[config.mk]
export PLATFORM = sky130hd
export DESIGN_NAME = axi_dbg_arb_flat
export DESIGN_NICKNAME = d
export VERILOG_FILES = /design/src/rtl/axi_dbg_arb_if.sv /design/src/rtl/axi_dbg_arb.sv /design/src/flat_wrapper.sv
export SDC_FILE = /design/constraint.sdc
export NUM_CORES = 1
export LEC_CHECK = 0
export ABC_AREA = 1
export BUFFER_PORTS_ARGS = -buffer_cell sky130_fd_sc_hd__buf_2
export CAP_MARGIN = 20
export CORE_AREA = 10 10 447 449
export DETAILED_ROUTE_END_ITERATION = 10
export DIE_AREA = 0 0 457 459
export PLACE_DENSITY = 0.3
export SLEW_MARGIN = 10
export SYNTH_ARGS = -nofsm -noshare
export SYNTH_HDL_FRONTEND = slang
export SYNTH_SLANG_ARGS = --single-unit
[constraint.sdc]
create_clock -name clk_i -period 3.3 [get_ports clk_i]
set_input_delay 0.66 -clock clk_i [delete_from_list [all_inputs] [get_ports clk_i]]
set_output_delay 0.66 -clock clk_i [all_outputs]
set_load 0.1 [all_outputs]
[src/rtl/axi_dbg_arb_if.sv]
// AXI4 bus bundle shared by the debug arbiter and its neighbours.
// Master drives requests and response readies; Slave is the mirror view.
interface AXI_BUS #(
   parameter int unsigned AXI_ADDR_WIDTH = 32,
   parameter int unsigned AXI_DATA_WIDTH = 64,
   parameter int unsigned AXI_ID_WIDTH   = 16,
   parameter int unsigned AXI_USER_WIDTH = 10
);
   logic [AXI_ID_WIDTH-1:0]     aw_id;
   logic [AXI_ADDR_WIDTH-1:0]   aw_addr;
   logic [7:0]                  aw_len;
   logic [2:0]                  aw_size;
   logic [1:0]                  aw_burst;
   logic                        aw_lock;
   logic [3:0]                  aw_cache;
   logic [2:0]                  aw_prot;
   logic [3:0]                  aw_qos;
   logic [3:0]                  aw_region;
   logic [AXI_USER_WIDTH-1:0]   aw_user;
   logic                        aw_valid;
   logic                        aw_ready;

   logic [AXI_DATA_WIDTH-1:0]   w_data;
   logic [AXI_DATA_WIDTH/8-1:0] w_strb;
   logic                        w_last;
   logic [AXI_USER_WIDTH-1:0]   w_user;
   logic                        w_valid;
   logic                        w_ready;

   logic [AXI_ID_WIDTH-1:0]     b_id;
   logic [1:0]                  b_resp;
   logic [AXI_USER_WIDTH-1:0]   b_user;
   logic                        b_valid;
   logic                        b_ready;

   logic [AXI_ID_WIDTH-1:0]     ar_id;
   logic [AXI_ADDR_WIDTH-1:0]   ar_addr;
   logic [7:0]                  ar_len;
   logic [2:0]                  ar_size;
   logic [1:0]                  ar_burst;
   logic                        ar_lock;
   logic [3:0]                  ar_cache;
   logic [2:0]                  ar_prot;
   logic [3:0]                  ar_qos;
   logic [3:0]                  ar_region;
   logic [AXI_USER_WIDTH-1:0]   ar_user;
   logic                        ar_valid;
   logic                        ar_ready;

   logic [AXI_ID_WIDTH-1:0]     r_id;
   logic [AXI_DATA_WIDTH-1:0]   r_data;
   logic [1:0]                  r_resp;
   logic                        r_last;
   logic [AXI_USER_WIDTH-1:0]   r_user;
   logic                        r_valid;
   logic                        r_ready;

   modport Master (
      output aw_id, aw_addr, aw_len, aw_size, aw_burst, aw_lock, aw_cache, aw_prot,
             aw_qos, aw_region, aw_user, aw_valid, input aw_ready,
      output w_data, w_strb, w_last, w_user, w_valid, input w_ready,
      input  b_id, b_resp, b_user, b_valid, output b_ready,
      output ar_id, ar_addr, ar_len, ar_size, ar_burst, ar_lock, ar_cache, ar_prot,
             ar_qos, ar_region, ar_user, ar_valid, input ar_ready,
      input  r_id, r_data, r_resp, r_last, r_user, r_valid, output r_ready
   );

   modport Slave (
      input  aw_id, aw_addr, aw_len, aw_size, aw_burst, aw_lock, aw_cache, aw_prot,
             aw_qos, aw_region, aw_user, aw_valid, output aw_ready,
      input  w_data, w_strb, w_last, w_user, w_valid, output w_ready,
      output b_id, b_resp, b_user, b_valid, input b_ready,
      input  ar_id, ar_addr, ar_len, ar_size, ar_burst, ar_lock, ar_cache, ar_prot,
             ar_qos, ar_region, ar_user, ar_valid, output ar_ready,
      output r_id, r_data, r_resp, r_last, r_user, r_valid, input r_ready
   );
endinterface

[src/rtl/axi_dbg_arb.sv]
// Session-based two-port AXI4 arbiter for the shared debug master port.
// Optional AXI_DBG_ARB_FIXED_PRIO_EN: port 0 always wins and is never preempted.
module axi_dbg_arb #(
   parameter int unsigned AXI_ADDRESS_WIDTH = 32,
   parameter int unsigned AXI_DATA_WIDTH    = 64,
   parameter int unsigned AXI_ID_WIDTH      = 16,
   parameter int unsigned AXI_USER_WIDTH    = 10,
   parameter int unsigned MAX_OUTSTANDING   = 4,
   parameter int unsigned MAX_BURSTS        = 8
) (
   input  logic       clk_i,
   input  logic       rst_i,
   AXI_BUS.Slave      slv0,
   AXI_BUS.Slave      slv1,
   AXI_BUS.Master     mst,
   output logic [1:0] owner_o
);
   localparam logic [AXI_ADDRESS_WIDTH-1:0] ADDR0 = '0;
   localparam logic [AXI_DATA_WIDTH-1:0]    DATA0 = '0;
   localparam logic [AXI_ID_WIDTH-1:0]      ID0   = '0;
   localparam logic [AXI_USER_WIDTH-1:0]    USER0 = '0;

   typedef enum logic [1:0] {IDLE, OWN0, OWN1, DRAIN} state_t;

   state_t     state;
   logic [3:0] wr_cnt, rd_cnt, wr_nxt, rd_nxt;
   logic [7:0] hold_cnt;
   logic [8:0] hold_sum;
   logic       aw_hold, ar_hold, aw_pend, ar_pend;
   logic       sel0, sel1, own_st, aw_en, ar_en;
   logic       req0, req1, own_req, oth_req, preempt, grant1;
   logic       aw_hs, ar_hs, b_hs, rl_hs;

   assign req0    = slv0.aw_valid | slv0.ar_valid;
   assign req1    = slv1.aw_valid | slv1.ar_valid;
   assign sel0    = (owner_o == 2'b01);
   assign sel1    = (owner_o == 2'b10);
   assign own_st  = (state == OWN0) || (state == OWN1);
   assign own_req = sel0 ? req0 : (sel1 & req1);
   assign oth_req = sel0 ? req1 : (sel1 & req0);

   // A valid already presented downstream stays forwarded until it handshakes,
   // even after the owner drops into DRAIN.
   assign aw_en = (own_st && (wr_cnt != 4'(MAX_OUTSTANDING))) || aw_hold;
   assign ar_en = (own_st && (rd_cnt != 4'(MAX_OUTSTANDING))) || ar_hold;

`ifdef AXI_DBG_ARB_FIXED_PRIO_EN
   assign preempt = (state == OWN1);
   assign grant1  = req1 & ~req0;
`else
   logic rr_ptr;
   assign preempt = 1'b1;
   assign grant1  = req1 & (~req0 | rr_ptr);
`endif

   // AW channel
   assign mst.aw_valid  = aw_en & (sel0 ? slv0.aw_valid : (sel1 & slv1.aw_valid));
   assign slv0.aw_ready = aw_en & sel0 & mst.aw_ready;
   assign slv1.aw_ready = aw_en & sel1 & mst.aw_ready;
   assign mst.aw_id     = sel0 ? slv0.aw_id     : sel1 ? slv1.aw_id     : ID0;
   assign mst.aw_addr   = sel0 ? slv0.aw_addr   : sel1 ? slv1.aw_addr   : ADDR0;
   assign mst.aw_len    = sel0 ? slv0.aw_len    : sel1 ? slv1.aw_len    : 8'd0;
   assign mst.aw_size   = sel0 ? slv0.aw_size   : sel1 ? slv1.aw_size   : 3'd0;
   assign mst.aw_burst  = sel0 ? slv0.aw_burst  : sel1 ? slv1.aw_burst  : 2'd0;
   assign mst.aw_lock   = sel0 ? slv0.aw_lock   : (sel1 & slv1.aw_lock);
   assign mst.aw_cache  = sel0 ? slv0.aw_cache  : sel1 ? slv1.aw_cache  : 4'd0;
   assign mst.aw_prot   = sel0 ? slv0.aw_prot   : sel1 ? slv1.aw_prot   : 3'd0;
   assign mst.aw_qos    = sel0 ? slv0.aw_qos    : sel1 ? slv1.aw_qos    : 4'd0;
   assign mst.aw_region = sel0 ? slv0.aw_region : sel1 ? slv1.aw_region : 4'd0;
   assign mst.aw_user   = sel0 ? slv0.aw_user   : sel1 ? slv1.aw_user   : USER0;

   // W channel follows the owner for the whole session
   assign mst.w_valid   = sel0 ? slv0.w_valid : (sel1 & slv1.w_valid);
   assign slv0.w_ready  = sel0 & mst.w_ready;
   assign slv1.w_ready  = sel1 & mst.w_ready;
   assign mst.w_data    = sel0 ? slv0.w_data : sel1 ? slv1.w_data : DATA0;
   assign mst.w_strb    = sel0 ? slv0.w_strb : sel1 ? slv1.w_strb : '0;
   assign mst.w_last    = sel0 ? slv0.w_last : (sel1 & slv1.w_last);
   assign mst.w_user    = sel0 ? slv0.w_user : sel1 ? slv1.w_user : USER0;

   // B channel: sink everything while IDLE
   assign mst.b_ready   = (state == IDLE) | (sel0 & slv0.b_ready) | (sel1 & slv1.b_ready);
   assign slv0.b_valid  = sel0 & mst.b_valid;
   assign slv1.b_valid  = sel1 & mst.b_valid;
   assign slv0.b_id     = mst.b_id;
   assign slv1.b_id     = mst.b_id;
   assign slv0.b_resp   = mst.b_resp;
   assign slv1.b_resp   = mst.b_resp;
   assign slv0.b_user   = mst.b_user;
   assign slv1.b_user   = mst.b_user;

   // AR channel
   assign mst.ar_valid  = ar_en & (sel0 ? slv0.ar_valid : (sel1 & slv1.ar_valid));
   assign slv0.ar_ready = ar_en & sel0 & mst.ar_ready;
   assign slv1.ar_ready = ar_en & sel1 & mst.ar_ready;
   assign mst.ar_id     = sel0 ? slv0.ar_id     : sel1 ? slv1.ar_id     : ID0;
   assign mst.ar_addr   = sel0 ? slv0.ar_addr   : sel1 ? slv1.ar_addr   : ADDR0;
   assign mst.ar_len    = sel0 ? slv0.ar_len    : sel1 ? slv1.ar_len    : 8'd0;
   assign mst.ar_size   = sel0 ? slv0.ar_size   : sel1 ? slv1.ar_size   : 3'd0;
   assign mst.ar_burst  = sel0 ? slv0.ar_burst  : sel1 ? slv1.ar_burst  : 2'd0;
   assign mst.ar_lock   = sel0 ? slv0.ar_lock   : (sel1 & slv1.ar_lock);
   assign mst.ar_cache  = sel0 ? slv0.ar_cache  : sel1 ? slv1.ar_cache  : 4'd0;
   assign mst.ar_prot   = sel0 ? slv0.ar_prot   : sel1 ? slv1.ar_prot   : 3'd0;
   assign mst.ar_qos    = sel0 ? slv0.ar_qos    : sel1 ? slv1.ar_qos    : 4'd0;
   assign mst.ar_region = sel0 ? slv0.ar_region : sel1 ? slv1.ar_region : 4'd0;
   assign mst.ar_user   = sel0 ? slv0.ar_user   : sel1 ? slv1.ar_user   : USER0;

   // R channel
   assign mst.r_ready   = (state == IDLE) | (sel0 & slv0.r_ready) | (sel1 & slv1.r_ready);
   assign slv0.r_valid  = sel0 & mst.r_valid;
   assign slv1.r_valid  = sel1 & mst.r_valid;
   assign slv0.r_id     = mst.r_id;
   assign slv1.r_id     = mst.r_id;
   assign slv0.r_data   = mst.r_data;
   assign slv1.r_data   = mst.r_data;
   assign slv0.r_resp   = mst.r_resp;
   assign slv1.r_resp   = mst.r_resp;
   assign slv0.r_last   = mst.r_last;
   assign slv1.r_last   = mst.r_last;
   assign slv0.r_user   = mst.r_user;
   assign slv1.r_user   = mst.r_user;

   assign aw_hs   = mst.aw_valid & mst.aw_ready;
   assign ar_hs   = mst.ar_valid & mst.ar_ready;
   assign b_hs    = mst.b_valid & mst.b_ready;
   assign rl_hs   = mst.r_valid & mst.r_ready & mst.r_last;
   assign aw_pend = mst.aw_valid & ~mst.aw_ready;
   assign ar_pend = mst.ar_valid & ~mst.ar_ready;

   // Decrements saturate at 0 so stray post-reset responses are ignored
   always_comb begin
      wr_nxt = wr_cnt;
      rd_nxt = rd_cnt;
      if (aw_hs && !b_hs)                         wr_nxt = wr_cnt + 4'd1;
      else if (b_hs && !aw_hs && wr_cnt != 4'd0)  wr_nxt = wr_cnt - 4'd1;
      if (ar_hs && !rl_hs)                        rd_nxt = rd_cnt + 4'd1;
      else if (rl_hs && !ar_hs && rd_cnt != 4'd0) rd_nxt = rd_cnt - 4'd1;
   end

   assign hold_sum = {1'b0, hold_cnt} + 9'(aw_hs) + 9'(ar_hs);

   always_ff @(posedge clk_i or posedge rst_i) begin
      if (rst_i) begin
         state    <= IDLE;
         owner_o  <= 2'b00;
         wr_cnt   <= 4'd0;
         rd_cnt   <= 4'd0;
         hold_cnt <= 8'd0;
         aw_hold  <= 1'b0;
         ar_hold  <= 1'b0;
`ifndef AXI_DBG_ARB_FIXED_PRIO_EN
         rr_ptr   <= 1'b0;
`endif
      end else begin
         wr_cnt  <= wr_nxt;
         rd_cnt  <= rd_nxt;
         aw_hold <= aw_pend;
         ar_hold <= ar_pend;
         case (state)
            IDLE: begin
               hold_cnt <= 8'd0;
               if (req0 | req1) begin
                  state   <= grant1 ? OWN1 : OWN0;
                  owner_o <= grant1 ? 2'b10 : 2'b01;
`ifndef AXI_DBG_ARB_FIXED_PRIO_EN
                  rr_ptr  <= ~grant1;
`endif
               end
            end
            OWN0, OWN1: begin
               if (oth_req && preempt) hold_cnt <= hold_sum[7:0];
               if (wr_nxt == 4'd0 && rd_nxt == 4'd0 && !own_req) begin
                  state   <= IDLE;
                  owner_o <= 2'b00;
               end else if (preempt && oth_req && hold_sum >= 9'(MAX_BURSTS)) begin
                  state <= DRAIN;
               end
            end
            DRAIN: begin
               if (wr_nxt == 4'd0 && rd_nxt == 4'd0 && !aw_pend && !ar_pend) begin
                  state   <= IDLE;
                  owner_o <= 2'b00;
               end
            end
         endcase
      end
   end
endmodule
[src/flat_wrapper.sv]
// flat-port wrapper written by rule: the top's interface ports become plain ports
module axi_dbg_arb_flat 
#(
   parameter int unsigned AXI_ADDRESS_WIDTH = 32,
   parameter int unsigned AXI_DATA_WIDTH    = 64,
   parameter int unsigned AXI_ID_WIDTH      = 16,
   parameter int unsigned AXI_USER_WIDTH    = 10,
   parameter int unsigned MAX_OUTSTANDING   = 4,
   parameter int unsigned MAX_BURSTS        = 8
)
  (clk_i, rst_i, owner_o, slv0_aw_id, slv0_aw_addr, slv0_aw_len, slv0_aw_size, slv0_aw_burst, slv0_aw_lock, slv0_aw_cache, slv0_aw_prot, slv0_aw_qos, slv0_aw_region, slv0_aw_user, slv0_aw_valid, slv0_aw_ready, slv0_w_data, slv0_w_strb, slv0_w_last, slv0_w_user, slv0_w_valid, slv0_w_ready, slv0_b_id, slv0_b_resp, slv0_b_user, slv0_b_valid, slv0_b_ready, slv0_ar_id, slv0_ar_addr, slv0_ar_len, slv0_ar_size, slv0_ar_burst, slv0_ar_lock, slv0_ar_cache, slv0_ar_prot, slv0_ar_qos, slv0_ar_region, slv0_ar_user, slv0_ar_valid, slv0_ar_ready, slv0_r_id, slv0_r_data, slv0_r_resp, slv0_r_last, slv0_r_user, slv0_r_valid, slv0_r_ready, slv1_aw_id, slv1_aw_addr, slv1_aw_len, slv1_aw_size, slv1_aw_burst, slv1_aw_lock, slv1_aw_cache, slv1_aw_prot, slv1_aw_qos, slv1_aw_region, slv1_aw_user, slv1_aw_valid, slv1_aw_ready, slv1_w_data, slv1_w_strb, slv1_w_last, slv1_w_user, slv1_w_valid, slv1_w_ready, slv1_b_id, slv1_b_resp, slv1_b_user, slv1_b_valid, slv1_b_ready, slv1_ar_id, slv1_ar_addr, slv1_ar_len, slv1_ar_size, slv1_ar_burst, slv1_ar_lock, slv1_ar_cache, slv1_ar_prot, slv1_ar_qos, slv1_ar_region, slv1_ar_user, slv1_ar_valid, slv1_ar_ready, slv1_r_id, slv1_r_data, slv1_r_resp, slv1_r_last, slv1_r_user, slv1_r_valid, slv1_r_ready, mst_aw_id, mst_aw_addr, mst_aw_len, mst_aw_size, mst_aw_burst, mst_aw_lock, mst_aw_cache, mst_aw_prot, mst_aw_qos, mst_aw_region, mst_aw_user, mst_aw_valid, mst_aw_ready, mst_w_data, mst_w_strb, mst_w_last, mst_w_user, mst_w_valid, mst_w_ready, mst_b_id, mst_b_resp, mst_b_user, mst_b_valid, mst_b_ready, mst_ar_id, mst_ar_addr, mst_ar_len, mst_ar_size, mst_ar_burst, mst_ar_lock, mst_ar_cache, mst_ar_prot, mst_ar_qos, mst_ar_region, mst_ar_user, mst_ar_valid, mst_ar_ready, mst_r_id, mst_r_data, mst_r_resp, mst_r_last, mst_r_user, mst_r_valid, mst_r_ready);
  AXI_BUS #(.AXI_DATA_WIDTH(AXI_DATA_WIDTH), .AXI_ID_WIDTH(AXI_ID_WIDTH), .AXI_USER_WIDTH(AXI_USER_WIDTH)) slv0_i ();
  AXI_BUS #(.AXI_DATA_WIDTH(AXI_DATA_WIDTH), .AXI_ID_WIDTH(AXI_ID_WIDTH), .AXI_USER_WIDTH(AXI_USER_WIDTH)) slv1_i ();
  AXI_BUS #(.AXI_DATA_WIDTH(AXI_DATA_WIDTH), .AXI_ID_WIDTH(AXI_ID_WIDTH), .AXI_USER_WIDTH(AXI_USER_WIDTH)) mst_i ();
  input  logic clk_i;
  input  logic rst_i;
  output logic [1:0] owner_o;
  input wire logic [$bits(slv0_i.aw_id)-1:0] slv0_aw_id;
  input wire logic [$bits(slv0_i.aw_addr)-1:0] slv0_aw_addr;
  input wire logic [$bits(slv0_i.aw_len)-1:0] slv0_aw_len;
  input wire logic [$bits(slv0_i.aw_size)-1:0] slv0_aw_size;
  input wire logic [$bits(slv0_i.aw_burst)-1:0] slv0_aw_burst;
  input wire logic [$bits(slv0_i.aw_lock)-1:0] slv0_aw_lock;
  input wire logic [$bits(slv0_i.aw_cache)-1:0] slv0_aw_cache;
  input wire logic [$bits(slv0_i.aw_prot)-1:0] slv0_aw_prot;
  input wire logic [$bits(slv0_i.aw_qos)-1:0] slv0_aw_qos;
  input wire logic [$bits(slv0_i.aw_region)-1:0] slv0_aw_region;
  input wire logic [$bits(slv0_i.aw_user)-1:0] slv0_aw_user;
  input wire logic [$bits(slv0_i.aw_valid)-1:0] slv0_aw_valid;
  output wire logic [$bits(slv0_i.aw_ready)-1:0] slv0_aw_ready;
  input wire logic [$bits(slv0_i.w_data)-1:0] slv0_w_data;
  input wire logic [$bits(slv0_i.w_strb)-1:0] slv0_w_strb;
  input wire logic [$bits(slv0_i.w_last)-1:0] slv0_w_last;
  input wire logic [$bits(slv0_i.w_user)-1:0] slv0_w_user;
  input wire logic [$bits(slv0_i.w_valid)-1:0] slv0_w_valid;
  output wire logic [$bits(slv0_i.w_ready)-1:0] slv0_w_ready;
  output wire logic [$bits(slv0_i.b_id)-1:0] slv0_b_id;
  output wire logic [$bits(slv0_i.b_resp)-1:0] slv0_b_resp;
  output wire logic [$bits(slv0_i.b_user)-1:0] slv0_b_user;
  output wire logic [$bits(slv0_i.b_valid)-1:0] slv0_b_valid;
  input wire logic [$bits(slv0_i.b_ready)-1:0] slv0_b_ready;
  input wire logic [$bits(slv0_i.ar_id)-1:0] slv0_ar_id;
  input wire logic [$bits(slv0_i.ar_addr)-1:0] slv0_ar_addr;
  input wire logic [$bits(slv0_i.ar_len)-1:0] slv0_ar_len;
  input wire logic [$bits(slv0_i.ar_size)-1:0] slv0_ar_size;
  input wire logic [$bits(slv0_i.ar_burst)-1:0] slv0_ar_burst;
  input wire logic [$bits(slv0_i.ar_lock)-1:0] slv0_ar_lock;
  input wire logic [$bits(slv0_i.ar_cache)-1:0] slv0_ar_cache;
  input wire logic [$bits(slv0_i.ar_prot)-1:0] slv0_ar_prot;
  input wire logic [$bits(slv0_i.ar_qos)-1:0] slv0_ar_qos;
  input wire logic [$bits(slv0_i.ar_region)-1:0] slv0_ar_region;
  input wire logic [$bits(slv0_i.ar_user)-1:0] slv0_ar_user;
  input wire logic [$bits(slv0_i.ar_valid)-1:0] slv0_ar_valid;
  output wire logic [$bits(slv0_i.ar_ready)-1:0] slv0_ar_ready;
  output wire logic [$bits(slv0_i.r_id)-1:0] slv0_r_id;
  output wire logic [$bits(slv0_i.r_data)-1:0] slv0_r_data;
  output wire logic [$bits(slv0_i.r_resp)-1:0] slv0_r_resp;
  output wire logic [$bits(slv0_i.r_last)-1:0] slv0_r_last;
  output wire logic [$bits(slv0_i.r_user)-1:0] slv0_r_user;
  output wire logic [$bits(slv0_i.r_valid)-1:0] slv0_r_valid;
  input wire logic [$bits(slv0_i.r_ready)-1:0] slv0_r_ready;
  input wire logic [$bits(slv1_i.aw_id)-1:0] slv1_aw_id;
  input wire logic [$bits(slv1_i.aw_addr)-1:0] slv1_aw_addr;
  input wire logic [$bits(slv1_i.aw_len)-1:0] slv1_aw_len;
  input wire logic [$bits(slv1_i.aw_size)-1:0] slv1_aw_size;
  input wire logic [$bits(slv1_i.aw_burst)-1:0] slv1_aw_burst;
  input wire logic [$bits(slv1_i.aw_lock)-1:0] slv1_aw_lock;
  input wire logic [$bits(slv1_i.aw_cache)-1:0] slv1_aw_cache;
  input wire logic [$bits(slv1_i.aw_prot)-1:0] slv1_aw_prot;
  input wire logic [$bits(slv1_i.aw_qos)-1:0] slv1_aw_qos;
  input wire logic [$bits(slv1_i.aw_region)-1:0] slv1_aw_region;
  input wire logic [$bits(slv1_i.aw_user)-1:0] slv1_aw_user;
  input wire logic [$bits(slv1_i.aw_valid)-1:0] slv1_aw_valid;
  output wire logic [$bits(slv1_i.aw_ready)-1:0] slv1_aw_ready;
  input wire logic [$bits(slv1_i.w_data)-1:0] slv1_w_data;
  input wire logic [$bits(slv1_i.w_strb)-1:0] slv1_w_strb;
  input wire logic [$bits(slv1_i.w_last)-1:0] slv1_w_last;
  input wire logic [$bits(slv1_i.w_user)-1:0] slv1_w_user;
  input wire logic [$bits(slv1_i.w_valid)-1:0] slv1_w_valid;
  output wire logic [$bits(slv1_i.w_ready)-1:0] slv1_w_ready;
  output wire logic [$bits(slv1_i.b_id)-1:0] slv1_b_id;
  output wire logic [$bits(slv1_i.b_resp)-1:0] slv1_b_resp;
  output wire logic [$bits(slv1_i.b_user)-1:0] slv1_b_user;
  output wire logic [$bits(slv1_i.b_valid)-1:0] slv1_b_valid;
  input wire logic [$bits(slv1_i.b_ready)-1:0] slv1_b_ready;
  input wire logic [$bits(slv1_i.ar_id)-1:0] slv1_ar_id;
  input wire logic [$bits(slv1_i.ar_addr)-1:0] slv1_ar_addr;
  input wire logic [$bits(slv1_i.ar_len)-1:0] slv1_ar_len;
  input wire logic [$bits(slv1_i.ar_size)-1:0] slv1_ar_size;
  input wire logic [$bits(slv1_i.ar_burst)-1:0] slv1_ar_burst;
  input wire logic [$bits(slv1_i.ar_lock)-1:0] slv1_ar_lock;
  input wire logic [$bits(slv1_i.ar_cache)-1:0] slv1_ar_cache;
  input wire logic [$bits(slv1_i.ar_prot)-1:0] slv1_ar_prot;
  input wire logic [$bits(slv1_i.ar_qos)-1:0] slv1_ar_qos;
  input wire logic [$bits(slv1_i.ar_region)-1:0] slv1_ar_region;
  input wire logic [$bits(slv1_i.ar_user)-1:0] slv1_ar_user;
  input wire logic [$bits(slv1_i.ar_valid)-1:0] slv1_ar_valid;
  output wire logic [$bits(slv1_i.ar_ready)-1:0] slv1_ar_ready;
  output wire logic [$bits(slv1_i.r_id)-1:0] slv1_r_id;
  output wire logic [$bits(slv1_i.r_data)-1:0] slv1_r_data;
  output wire logic [$bits(slv1_i.r_resp)-1:0] slv1_r_resp;
  output wire logic [$bits(slv1_i.r_last)-1:0] slv1_r_last;
  output wire logic [$bits(slv1_i.r_user)-1:0] slv1_r_user;
  output wire logic [$bits(slv1_i.r_valid)-1:0] slv1_r_valid;
  input wire logic [$bits(slv1_i.r_ready)-1:0] slv1_r_ready;
  output wire logic [$bits(mst_i.aw_id)-1:0] mst_aw_id;
  output wire logic [$bits(mst_i.aw_addr)-1:0] mst_aw_addr;
  output wire logic [$bits(mst_i.aw_len)-1:0] mst_aw_len;
  output wire logic [$bits(mst_i.aw_size)-1:0] mst_aw_size;
  output wire logic [$bits(mst_i.aw_burst)-1:0] mst_aw_burst;
  output wire logic [$bits(mst_i.aw_lock)-1:0] mst_aw_lock;
  output wire logic [$bits(mst_i.aw_cache)-1:0] mst_aw_cache;
  output wire logic [$bits(mst_i.aw_prot)-1:0] mst_aw_prot;
  output wire logic [$bits(mst_i.aw_qos)-1:0] mst_aw_qos;
  output wire logic [$bits(mst_i.aw_region)-1:0] mst_aw_region;
  output wire logic [$bits(mst_i.aw_user)-1:0] mst_aw_user;
  output wire logic [$bits(mst_i.aw_valid)-1:0] mst_aw_valid;
  input wire logic [$bits(mst_i.aw_ready)-1:0] mst_aw_ready;
  output wire logic [$bits(mst_i.w_data)-1:0] mst_w_data;
  output wire logic [$bits(mst_i.w_strb)-1:0] mst_w_strb;
  output wire logic [$bits(mst_i.w_last)-1:0] mst_w_last;
  output wire logic [$bits(mst_i.w_user)-1:0] mst_w_user;
  output wire logic [$bits(mst_i.w_valid)-1:0] mst_w_valid;
  input wire logic [$bits(mst_i.w_ready)-1:0] mst_w_ready;
  input wire logic [$bits(mst_i.b_id)-1:0] mst_b_id;
  input wire logic [$bits(mst_i.b_resp)-1:0] mst_b_resp;
  input wire logic [$bits(mst_i.b_user)-1:0] mst_b_user;
  input wire logic [$bits(mst_i.b_valid)-1:0] mst_b_valid;
  output wire logic [$bits(mst_i.b_ready)-1:0] mst_b_ready;
  output wire logic [$bits(mst_i.ar_id)-1:0] mst_ar_id;
  output wire logic [$bits(mst_i.ar_addr)-1:0] mst_ar_addr;
  output wire logic [$bits(mst_i.ar_len)-1:0] mst_ar_len;
  output wire logic [$bits(mst_i.ar_size)-1:0] mst_ar_size;
  output wire logic [$bits(mst_i.ar_burst)-1:0] mst_ar_burst;
  output wire logic [$bits(mst_i.ar_lock)-1:0] mst_ar_lock;
  output wire logic [$bits(mst_i.ar_cache)-1:0] mst_ar_cache;
  output wire logic [$bits(mst_i.ar_prot)-1:0] mst_ar_prot;
  output wire logic [$bits(mst_i.ar_qos)-1:0] mst_ar_qos;
  output wire logic [$bits(mst_i.ar_region)-1:0] mst_ar_region;
  output wire logic [$bits(mst_i.ar_user)-1:0] mst_ar_user;
  output wire logic [$bits(mst_i.ar_valid)-1:0] mst_ar_valid;
  input wire logic [$bits(mst_i.ar_ready)-1:0] mst_ar_ready;
  input wire logic [$bits(mst_i.r_id)-1:0] mst_r_id;
  input wire logic [$bits(mst_i.r_data)-1:0] mst_r_data;
  input wire logic [$bits(mst_i.r_resp)-1:0] mst_r_resp;
  input wire logic [$bits(mst_i.r_last)-1:0] mst_r_last;
  input wire logic [$bits(mst_i.r_user)-1:0] mst_r_user;
  input wire logic [$bits(mst_i.r_valid)-1:0] mst_r_valid;
  output wire logic [$bits(mst_i.r_ready)-1:0] mst_r_ready;
  assign slv0_i.aw_id = slv0_aw_id;
  assign slv0_i.aw_addr = slv0_aw_addr;
  assign slv0_i.aw_len = slv0_aw_len;
  assign slv0_i.aw_size = slv0_aw_size;
  assign slv0_i.aw_burst = slv0_aw_burst;
  assign slv0_i.aw_lock = slv0_aw_lock;
  assign slv0_i.aw_cache = slv0_aw_cache;
  assign slv0_i.aw_prot = slv0_aw_prot;
  assign slv0_i.aw_qos = slv0_aw_qos;
  assign slv0_i.aw_region = slv0_aw_region;
  assign slv0_i.aw_user = slv0_aw_user;
  assign slv0_i.aw_valid = slv0_aw_valid;
  assign slv0_aw_ready = slv0_i.aw_ready;
  assign slv0_i.w_data = slv0_w_data;
  assign slv0_i.w_strb = slv0_w_strb;
  assign slv0_i.w_last = slv0_w_last;
  assign slv0_i.w_user = slv0_w_user;
  assign slv0_i.w_valid = slv0_w_valid;
  assign slv0_w_ready = slv0_i.w_ready;
  assign slv0_b_id = slv0_i.b_id;
  assign slv0_b_resp = slv0_i.b_resp;
  assign slv0_b_user = slv0_i.b_user;
  assign slv0_b_valid = slv0_i.b_valid;
  assign slv0_i.b_ready = slv0_b_ready;
  assign slv0_i.ar_id = slv0_ar_id;
  assign slv0_i.ar_addr = slv0_ar_addr;
  assign slv0_i.ar_len = slv0_ar_len;
  assign slv0_i.ar_size = slv0_ar_size;
  assign slv0_i.ar_burst = slv0_ar_burst;
  assign slv0_i.ar_lock = slv0_ar_lock;
  assign slv0_i.ar_cache = slv0_ar_cache;
  assign slv0_i.ar_prot = slv0_ar_prot;
  assign slv0_i.ar_qos = slv0_ar_qos;
  assign slv0_i.ar_region = slv0_ar_region;
  assign slv0_i.ar_user = slv0_ar_user;
  assign slv0_i.ar_valid = slv0_ar_valid;
  assign slv0_ar_ready = slv0_i.ar_ready;
  assign slv0_r_id = slv0_i.r_id;
  assign slv0_r_data = slv0_i.r_data;
  assign slv0_r_resp = slv0_i.r_resp;
  assign slv0_r_last = slv0_i.r_last;
  assign slv0_r_user = slv0_i.r_user;
  assign slv0_r_valid = slv0_i.r_valid;
  assign slv0_i.r_ready = slv0_r_ready;
  assign slv1_i.aw_id = slv1_aw_id;
  assign slv1_i.aw_addr = slv1_aw_addr;
  assign slv1_i.aw_len = slv1_aw_len;
  assign slv1_i.aw_size = slv1_aw_size;
  assign slv1_i.aw_burst = slv1_aw_burst;
  assign slv1_i.aw_lock = slv1_aw_lock;
  assign slv1_i.aw_cache = slv1_aw_cache;
  assign slv1_i.aw_prot = slv1_aw_prot;
  assign slv1_i.aw_qos = slv1_aw_qos;
  assign slv1_i.aw_region = slv1_aw_region;
  assign slv1_i.aw_user = slv1_aw_user;
  assign slv1_i.aw_valid = slv1_aw_valid;
  assign slv1_aw_ready = slv1_i.aw_ready;
  assign slv1_i.w_data = slv1_w_data;
  assign slv1_i.w_strb = slv1_w_strb;
  assign slv1_i.w_last = slv1_w_last;
  assign slv1_i.w_user = slv1_w_user;
  assign slv1_i.w_valid = slv1_w_valid;
  assign slv1_w_ready = slv1_i.w_ready;
  assign slv1_b_id = slv1_i.b_id;
  assign slv1_b_resp = slv1_i.b_resp;
  assign slv1_b_user = slv1_i.b_user;
  assign slv1_b_valid = slv1_i.b_valid;
  assign slv1_i.b_ready = slv1_b_ready;
  assign slv1_i.ar_id = slv1_ar_id;
  assign slv1_i.ar_addr = slv1_ar_addr;
  assign slv1_i.ar_len = slv1_ar_len;
  assign slv1_i.ar_size = slv1_ar_size;
  assign slv1_i.ar_burst = slv1_ar_burst;
  assign slv1_i.ar_lock = slv1_ar_lock;
  assign slv1_i.ar_cache = slv1_ar_cache;
  assign slv1_i.ar_prot = slv1_ar_prot;
  assign slv1_i.ar_qos = slv1_ar_qos;
  assign slv1_i.ar_region = slv1_ar_region;
  assign slv1_i.ar_user = slv1_ar_user;
  assign slv1_i.ar_valid = slv1_ar_valid;
  assign slv1_ar_ready = slv1_i.ar_ready;
  assign slv1_r_id = slv1_i.r_id;
  assign slv1_r_data = slv1_i.r_data;
  assign slv1_r_resp = slv1_i.r_resp;
  assign slv1_r_last = slv1_i.r_last;
  assign slv1_r_user = slv1_i.r_user;
  assign slv1_r_valid = slv1_i.r_valid;
  assign slv1_i.r_ready = slv1_r_ready;
  assign mst_aw_id = mst_i.aw_id;
  assign mst_aw_addr = mst_i.aw_addr;
  assign mst_aw_len = mst_i.aw_len;
  assign mst_aw_size = mst_i.aw_size;
  assign mst_aw_burst = mst_i.aw_burst;
  assign mst_aw_lock = mst_i.aw_lock;
  assign mst_aw_cache = mst_i.aw_cache;
  assign mst_aw_prot = mst_i.aw_prot;
  assign mst_aw_qos = mst_i.aw_qos;
  assign mst_aw_region = mst_i.aw_region;
  assign mst_aw_user = mst_i.aw_user;
  assign mst_aw_valid = mst_i.aw_valid;
  assign mst_i.aw_ready = mst_aw_ready;
  assign mst_w_data = mst_i.w_data;
  assign mst_w_strb = mst_i.w_strb;
  assign mst_w_last = mst_i.w_last;
  assign mst_w_user = mst_i.w_user;
  assign mst_w_valid = mst_i.w_valid;
  assign mst_i.w_ready = mst_w_ready;
  assign mst_i.b_id = mst_b_id;
  assign mst_i.b_resp = mst_b_resp;
  assign mst_i.b_user = mst_b_user;
  assign mst_i.b_valid = mst_b_valid;
  assign mst_b_ready = mst_i.b_ready;
  assign mst_ar_id = mst_i.ar_id;
  assign mst_ar_addr = mst_i.ar_addr;
  assign mst_ar_len = mst_i.ar_len;
  assign mst_ar_size = mst_i.ar_size;
  assign mst_ar_burst = mst_i.ar_burst;
  assign mst_ar_lock = mst_i.ar_lock;
  assign mst_ar_cache = mst_i.ar_cache;
  assign mst_ar_prot = mst_i.ar_prot;
  assign mst_ar_qos = mst_i.ar_qos;
  assign mst_ar_region = mst_i.ar_region;
  assign mst_ar_user = mst_i.ar_user;
  assign mst_ar_valid = mst_i.ar_valid;
  assign mst_i.ar_ready = mst_ar_ready;
  assign mst_i.r_id = mst_r_id;
  assign mst_i.r_data = mst_r_data;
  assign mst_i.r_resp = mst_r_resp;
  assign mst_i.r_last = mst_r_last;
  assign mst_i.r_user = mst_r_user;
  assign mst_i.r_valid = mst_r_valid;
  assign mst_r_ready = mst_i.r_ready;
  axi_dbg_arb #(.AXI_ADDRESS_WIDTH(AXI_ADDRESS_WIDTH), .AXI_DATA_WIDTH(AXI_DATA_WIDTH), .AXI_ID_WIDTH(AXI_ID_WIDTH), .AXI_USER_WIDTH(AXI_USER_WIDTH), .MAX_OUTSTANDING(MAX_OUTSTANDING), .MAX_BURSTS(MAX_BURSTS)) u_core (.clk_i(clk_i), .rst_i(rst_i), .slv0(slv0_i), .slv1(slv1_i), .mst(mst_i), .owner_o(owner_o));
endmodule
* Word-level counts from Yosys, hierarchy flattened *
Index checks and enable logic that the tools add are counted.

cells by class
  $add $sub $neg = 6
  order comparisons = 1
  eq/ne operators = 12
  multiplexer cells = 68
  bitwise gates (word level) = 48
  reduce and logical (&&, ||, !) cells = 34

operators by type and width
  kind                   count
  $mux W32               4
  $mux W64               2
  $mux W16               4
  $mux W4                16
  $mux W10               6
  $mux W8                7
  $and A1 B1 Y1          36
  $mux W3                8
  $mux W2                10
  $pmux W8 S2            1
  $logic_and A1 B1 Y1    13
  $pmux W2 S3            2
  $add A8 B1 Y9          1
  $add A9 B1 Y9          1
  $ge A9 B4 Y1 const B   1
  $add A4 B1 Y4 const B  2
  $logic_not A4 Y1       2
  $mux W1                8
  $ne A4 B3 Y1 const B   2
  $or A1 B1 Y1           8
  $reduce_bool A4 Y1     2
  $sub A4 B1 Y4 const B  2
  $logic_not A1 Y1       7
  $eq A2 B2 Y1 const B   3
  11 further kinds       21

storage, ports and cells
  register bits after elaboration = 23
  bits of input ports = 652
  output and inout bits = 516
  logic and storage cells = 177

* Longest topological paths before layout *
Gate-level depths: netlist of run 1.

  depth in word-level cells = 17
  mapped depth = 22

* Worst setup path after synthesis of run 1 *
No wires, ideal clock.

  kind = register -> register
  start point = register u_core.owner_o[1]
  end point = register u_core.owner_o[0]
  library setup time = 123 ps
  arrival time = 3435 ps
  slack = -258 ps
  stages on the path, launching flop included = 18
  buffers on the path = 0
  clock period less this slack = 3558 ps
  cell sequence = dfrtp_1 inv_2 nand3_1 nand3_1 nand2_1 nor2_1 nand2_2 nand2_1 nand2_1 nand2_1 nor2_1 nand2_1 nor2_2 nand2_1 nand2_1 nand3_1 nand2_1 nand2_1

RTL lines
  item                              line                                    text
  start: declaration                axi_dbg_arb.sv:16                       output logic [1:0] owner_o
  start signal: assignment          axi_dbg_arb.sv:164                      owner_o <= grant1 ? 2'b10 : 2'b01;
  $eq A2 B1 Y1                      axi_dbg_arb.sv:36                       assign sel0 = (owner_o == 2'b01);
  $and A1 B1 Y1                     axi_dbg_arb.sv:82                       assign mst.b_ready = (state == IDLE) | (sel0 & slv0.b_ready) | (sel1 & slv1.b_ready);
  $or A1 B1 Y1                      axi_dbg_arb.sv:82
  $or A1 B1 Y1 *                    axi_dbg_arb.sv:82
  via mst_b_ready                   flat_wrapper.sv:129                     output wire logic [$bits(mst_i.b_ready)-1:0] mst_b_ready;
  $and A1 B1 Y1 *                   axi_dbg_arb.sv:125                      assign b_hs = mst.b_valid & mst.b_ready;
  $logic_and A1 B1 Y1 (2 in a row)  axi_dbg_arb.sv:135                      else if (b_hs && !aw_hs && wr_cnt != 4'd0) wr_nxt = wr_cnt - 4'd1;
  $mux W4                           axi_dbg_arb.sv:135
  $mux W4 *                         axi_dbg_arb.sv:134                      if (aw_hs && !b_hs) wr_nxt = wr_cnt + 4'd1;
  via u_core.wr_nxt[0]              axi_dbg_arb.sv:26                       logic [3:0] wr_cnt, rd_cnt, wr_nxt, rd_nxt;
  $logic_not A4 Y1 *                axi_dbg_arb.sv:172, axi_dbg_arb.sv:180
  $logic_and A1 B1 Y1 *             axi_dbg_arb.sv:172, axi_dbg_arb.sv:180
  $logic_and A1 B1 Y1 (2 in a row)  axi_dbg_arb.sv:180                      if (wr_nxt == 4'd0 && rd_nxt == 4'd0 && !aw_pend && !ar_pend) begin
  $ne A2 B1 Y1 (no line)            -
  $reduce_and A3 Y1 (no line) *     -

The timed path passes the listed nets; every way through them passes the cells marked *.
A chain may end at the register's enable or synchronous reset.

* Worst setup path in the final report of run 1 *
  start point = register u_core.owner_o[1]
  end point = output port mst_aw_addr[31]

between the ends
  word-level cells in the longest chain between the ends = 3

RTL lines
  item              line                 text
  $eq A2 B2 Y1      axi_dbg_arb.sv:37    assign sel1 = (owner_o == 2'b10);
  $mux W32          axi_dbg_arb.sv:61    assign mst.aw_addr = sel0 ? slv0.aw_addr : sel1 ? slv1.aw_addr : ADDR0;
  $mux W32 *        axi_dbg_arb.sv:61
  end: declaration  flat_wrapper.sv:107  output wire logic [$bits(mst_i.aw_addr)-1:0] mst_aw_addr;

Every way passes the cells marked *; elsewhere a longest branch is shown, timed or not.

==> flow_metrics.env, run 1 <==
export IMPL_grtUsageTotal_pct=15.3
export IMPL_routedWlPerCell_um=43.3
export IMPL_r2r_start="u_core.rd_cnt[0]$_DFF_PP0_"
export IMPL_synth_distinct_cells=27
export IMPL_cap_violations=0
export IMPL_startpoint="u_core.owner_o[1]$_DFFE_PP0P_"
export IMPL_fp_dieH_um=459
export IMPL_drt_iter0_drc=538
export IMPL_synth_cells=828
export IMPL_htree_levels=1
export IMPL_max_clock_path_buffers=2
export IMPL_report_final_slew_viol_count=0
export IMPL_cp_arrival_ns=2.47
export IMPL_max_freq_mhz=320
export IMPL_leakagePower_nw=6.36
export IMPL_endpoint_kind="output pin"
export IMPL_hold_viol=0
export IMPL_outcome="finished clean"
export IMPL_numPortBuffers=807
export IMPL_grt_pass1_vias=9503
export IMPL_startpoint_type="register"
export IMPL_synth_seq_cells=23
export IMPL_final_common_cell="buf_2"
export IMPL_grt_overflow=0
export IMPL_worstPathMaxFanout=74
export IMPL_ys_seq_area_share_pct=9.43
export IMPL_post_place_ws_ns=0.289
export IMPL_clock_skew_ns=0.00361
export IMPL_ir_drop_mv=0.348
export IMPL_die_x_um=457
export IMPL_p_total_mw=17.4
export IMPL_place_hpwl_mm=162
export IMPL_via_per_inst=2.59
export IMPL_worst_ep_required_time_ns=2.64
export IMPL_cts_tree="built"
export IMPL_hold_class="input port to asynchronous set/reset pin"
export IMPL_antenna_found_initial=345
export IMPL_final_util_pct=7.86
export IMPL_layout_nets=2015
export IMPL_setup_viol=0
export IMPL_wirelength_mm=170
export IMPL_rows=161
export IMPL_setup_ws_ns=0.170
export IMPL_drive_gt1_share_pct=78.7
export IMPL_grt_pass1_wl_mm=191
export IMPL_clock_sinks=23
export IMPL_rsz0062_at_grt="false"
export IMPL_power_density_nw_per_um2=1160
export IMPL_synth_nets=1489
export IMPL_period_needed_ns=3.13
export IMPL_mostFrequentLayoutCells="buf_2 (599), a22o_2 (222), buf_12 (211)"
export IMPL_clk_latency_ns=0.26
export IMPL_core_um2=191000
export IMPL_cts_root_buf="clkbuf_16"
export IMPL_finalCritPeriodShare_pct=94.8
export IMPL_grt_max_degree=101
export IMPL_cts_made_buffers=3
export IMPL_drc=0
export IMPL_finalSetupTns_ns=0
export IMPL_post_cts_buffers=0
export IMPL_syn_avg_cell_area_um2=7.37
export IMPL_max_slew_margin_pct=54.8
export IMPL_critPathKind="register to output pin"
export IMPL_globalplace_congestion=0.855
export IMPL_worstMarginPinSlew_ns=0.683
export IMPL_start_util_pct=3.19
export IMPL_postCtsHoldBufs=0
export IMPL_dieArea_um2=210000
export IMPL_ys_warnings_count=0
export IMPL_io_pins=1168
export IMPL_drt_first_pass_iters=5
export IMPL_vias=10100
export IMPL_cts_clk_slew_worst_paths_ns=0.07
export IMPL_ant_nets=0
export IMPL_area_delta_synth_final_pct=146
export IMPL_netlist_area_um2=6100
-- cell usage after synthesis --
library cell | count | share of area (%)
nor3_1 | 1 | 0.082
dfrtp_1 | 23 | 9.4
a22o_1 | 258 | 37
o21ai_0 | 6 | 0.49
clkinv_1 | 1 | 0.061
nand3b_1 | 2 | 0.25
buf_1 | 5 | 0.31
nand3_4 | 2 | 0.57
o22ai_1 | 4 | 0.41
inv_1 | 44 | 2.7
nand4_1 | 4 | 0.41
a21oi_1 | 5 | 0.41
inv_2 | 5 | 0.31
nand2_2 | 6 | 0.62
nand3_1 | 37 | 3.0
nor2_4 | 2 | 0.37
xor2_1 | 10 | 1.4
nand2_1 | 67 | 4.1
o21ai_1 | 2 | 0.16
xnor2_1 | 3 | 0.43
nor2_2 | 1 | 0.10
fa_1 | 1 | 0.33
buf_2 | 1 | 0.082
ha_1 | 8 | 1.6
clkbuf_1 | 52 | 3.2
buf_4 | 242 | 30
nor2_1 | 36 | 2.2
-- flip-flops by register name (all words and copies together) (netlist names) --
register and cells:
u_core.ar_hold 1, u_core.aw_hold 1, u_core.hold_cnt 8, u_core.owner_o 2
u_core.rd_cnt 4, u_core.rr_ptr 1, u_core.state 2, u_core.wr_cnt 4
-- power breakdown --
part	switching, mW	internal, mW
clock	0.114	0.164
combinational	11.9	4.74
sequential	0.0841	0.369
-- through the flow --
stage / instance area (um^2) / std cells / hold WS (ns)
after floorplan: 6390 / 828 / 0.474
after global placement: 14800 / 3874 / 0.527
after detailed placement: 14800 / 3874 / 0.521
after CTS: 14900 / 3878 / 0.540
after global routing: 14900 / 3888 / 0.369
final: 15000 / 3922 / 0.367
-- layout make-up --
type | count | area, um^2
Sequential cell | 23 | 576
Inverter | 50 | 188
Multi-Input combinational cell | 455 | 3590
Tap cell | 2526 | 3160
Fill cell | 22300 | 176000
Timing Repair Buffer | 821 | 7320
Clock buffer | 3 | 75.1
Clock inverter | 1 | 5.00
Antenna cell | 43 | 108
-- worst max-delay path, stage by stage (launching register included) --
cell and delay [ns]:
dfrtp_1 0.50, inv_2 0.10, nor2_4 0.16, buf_4 0.34, buf_12 0.36, a22o_1 0.41, buf_12 0.22
-- routing by layer --
metal  share of wire [%]  track usage (%)  vias up
li1                    -                -     3855
met1                  24             10.8     4194
met2                  51             28.6     1182
met3                  22             16.1      671
met4                 2.4             1.32      244
met5                0.96                0        -
-- kinds of logic after synthesis --
family / count (synthesis) / share of synthesized area (%)
AO/OA/AOI/OAI: 275 / 38.5
XOR/XNOR: 13 / 1.87
adder cells (fa/ha/maj): 9 / 1.97
buffers and inverters: 350 / 36.4
flip-flops: 23 / 9.43
AND/OR/NAND/NOR: 158 / 11.8
-- worst paths after layout --
| check | end | slack (ns) | depth (start not counted) |
|---|---|---|---|
| max | mst_aw_addr[31] | 0.17 | 6 |
| min | u_core.aw_hold$_DFF_PP0_ | 0.37 | 2 |
| max reg2reg | u_core.state[1]$_DFFE_PP0P_ | 0.34 | 21 |
| min reg2reg | u_core.rr_ptr$_DFFE_PP0P_ | 0.53 | 2 |
| max in group asynchronous | u_core.rd_cnt[0]$_DFF_PP0_ | 2.50 | 3 |
| min in group clk_i | u_core.rr_ptr$_DFFE_PP0P_ | 0.53 | 2 |
-- what timing repair did --
| item | in CTS | in global routing |
|---|---|---|
| endpoints found under the setup margin | 1 | 1 |
| gates cloned | 0 | 0 |
| gates resized for setup | 1 | 1 |
Power figures use the tool's default switching activity.
==> inputs of run 2 (changes only) <==
--- a/config.mk
+++ b/config.mk
@@ -11,7 +11,7 @@
 export CORE_AREA = 10 10 447 449
 export DETAILED_ROUTE_END_ITERATION = 10
 export DIE_AREA = 0 0 457 459
-export PLACE_DENSITY = 0.3
+export PLACE_DENSITY_LB_ADDON = 0.1
 export SLEW_MARGIN = 10
 export SYNTH_ARGS = -nofsm -noshare
 export SYNTH_HDL_FRONTEND = slang
==> run 2 against run 1 <==
Sequential share of layout area up 0.51 points. Critical path depth unchanged. Global-route usage down 5.0 points. Design area down 12%. Total power down 10%. Clock skew up 0.0044 ns. Clock-buffer cell count unchanged. Setup slack worse by 0.047 ns. Largest power group unchanged.
==> flow_metrics.env, run 2 (same netlist as run 1, synthesis figures left out) <==
export IMPL_dieArea_um2=210000
export IMPL_mostFrequentLayoutCells="buf_2 (700), a22o_2 (220), buf_12 (82)"
export IMPL_clk_latency_ns=0.27
export IMPL_post_cts_buffers=0
export IMPL_grtUsageTotal_pct=10.3
export IMPL_reg_top3="u_core.hold_cnt x8, u_core.rd_cnt x4, u_core.wr_cnt x4"
export IMPL_drt_first_pass_iters=4
export IMPL_clock_skew_ns=0.00797
export IMPL_ant_nets=0
export IMPL_die_x_um=457
export IMPL_critPathKind="register to output pin"
export IMPL_rows=161
export IMPL_cap_violations=0
export IMPL_dp_cells=3889
export IMPL_hold_class="input port to asynchronous set/reset pin"
export IMPL_htree_levels=1
export IMPL_grt_max_degree=92
export IMPL_setup_ws_ns=0.124
export IMPL_worstMarginPinSlew_ns=0.644
export IMPL_finalCritPeriodShare_pct=96.2
export IMPL_via_per_inst=2.31
export IMPL_use_met2_pct=19.0
export IMPL_largest_reg_flops=8
export IMPL_worstPathMaxFanout=57
export IMPL_grt_busiest_layer="met2"
export IMPL_cts_tree="built"
export IMPL_routedWlPerCell_um=29.1
export IMPL_max_slew_margin_pct=57.3
export IMPL_power_density_nw_per_um2=1180
export IMPL_cp_arrival_ns=2.52
export IMPL_r2r_end="u_core.state[0]$_DFFE_PP0P_"
export IMPL_report_final_slew_viol_count=0
export IMPL_leakagePower_nw=5.99
export IMPL_p_total_mw=15.6
export IMPL_core_um2=191000
export IMPL_cts_made_buffers=3
export IMPL_regMostFlops="u_core.hold_cnt"
export IMPL_grt_use_met1_pct=9.03
export IMPL_worst_ep_required_time_ns=2.64
export IMPL_cts_root_buf="clkbuf_16"
export IMPL_drive_gt1_share_pct=78.8
export IMPL_fin_cells=3948
export IMPL_final_common_cell="buf_2"
export IMPL_clock_sinks=23
export IMPL_vias=9103
export IMPL_wirelength_mm=115
export IMPL_globalplace_congestion=0.768
export IMPL_rsz0062_at_grt="false"
export IMPL_post_place_ws_ns=0.291
export IMPL_cts_clk_slew_worst_paths_ns=0.08
export IMPL_fill_cells=22500
export IMPL_setup_viol=0
export IMPL_r2r_start="u_core.rd_cnt[0]$_DFF_PP0_"
export IMPL_gr_usage_met3_pct=5.94
export IMPL_grt_pass1_vias=9620
export IMPL_fp_dieH_um=459
export IMPL_hold_viol=0
export IMPL_grt_overflow=0
export IMPL_outcome="finished clean"
export IMPL_numPortBuffers=807
export IMPL_start_util_pct=3.19
export IMPL_area_delta_synth_final_pct=118
export IMPL_endpoint_kind="output pin"
export IMPL_startpoint_type="register"
export IMPL_rrSetupSlack_ns=0.37
export IMPL_ir_drop_mv=0.412
export IMPL_max_clock_path_buffers=2
export IMPL_r2r_cells=20
export IMPL_period_needed_ns=3.18
export IMPL_io_pins=1168
export IMPL_drt_iter0_drc=432
export IMPL_grt_pass1_wl_mm=135
export IMPL_antenna_found_initial=144
export IMPL_max_freq_mhz=315
export IMPL_place_hpwl_mm=108
export IMPL_drc=0
export IMPL_layout_nets=2029
-- run 2: cell count changes in the layout (fill, tap and decap cells not counted), sizes merged --
cell    before  now
clkbuf       3    7
buf        821  831
diode       43   55
-- run 2: routing by layer --
metal / wire, um / part of all wire [%]
met1: 35200 / 31
met2: 58800 / 51
met3: 14300 / 12
met4: 6090 / 5.3
met5: 639 / 0.56
-- run 2: worst max path at each step --
stage | end | startpoint | cells after the start | slack, ns
2_1_floorplan | slv0_ar_ready | u_core.owner_o[0]$_DFFE_PP0P_ | 4 | -0.12
3_3_place_gp | u_core.state[0]$_DFFE_PP0P_ | u_core.state[0]$_DFFE_PP0P_ | 19 | 0.26
3_5_place_dp | u_core.state[0]$_DFFE_PP0P_ | u_core.rd_cnt[0]$_DFF_PP0_ | 20 | 0.29
4_1_cts | mst_ar_addr[23] | u_core.owner_o[1]$_DFFE_PP0P_ | 6 | 0.06
5_1_grt | u_core.state[0]$_DFFE_PP0P_ | u_core.owner_o[0]$_DFFE_PP0P_ | 21 | 0.002
6_report | mst_w_data[46] | u_core.owner_o[1]$_DFFE_PP0P_ | 6 | 0.12
-- run 2: per-stage QoR --
| step | hold slack, ns | instance area, um^2 | TNS (ns) | util [%] |
|---|---|---|---|---|
| after floorplan | 0.474 | 6390 | -1.06 | - |
| after global placement | 0.536 | 13000 | 0 | 6.82 |
| after detailed placement | 0.507 | 13000 | 0 | 6.82 |
| after CTS | 0.470 | 13100 | 0 | 6.87 |
| after global routing | 0.460 | 13200 | 0 | 6.92 |
| final | 0.436 | 13300 | 0 | 6.94 |
-- run 2: what timing repair did --
item | 4_1_cts | 5_1_grt
gates resized for setup | 0 | 5
hold buffers | 0 | 0
setup endpoints to repair | 0 | 11
-- run 2: final cells by class --
class / instances / area, um^2 / share of cell area [%]
Timing Repair Buffer: 835 / 5550 / 41.8
Multi-Input combinational cell: 455 / 3590 / 27.0
Tap cell: 2526 / 3160 / 23.8
Sequential cell: 23 / 576 / 4.34
Inverter: 50 / 188 / 1.41
Antenna cell: 55 / 138 / 1.04
Clock buffer: 3 / 75.1 / 0.566
Clock inverter: 1 / 5.00 / 0.0377
-- run 2: where the power goes --
group	switching, mW	internal (mW)
clock	0.136	0.165
sequential	0.0772	0.368
combinational	11.6	3.31
-- run 2: worst max-delay path: stages (launching register included) --
cell and delay, ns:
dfrtp_1 0.50, inv_2 0.10, nor2_4 0.17, buf_12 0.30
buf_4 0.36, a22o_2 0.20, buf_2 0.44
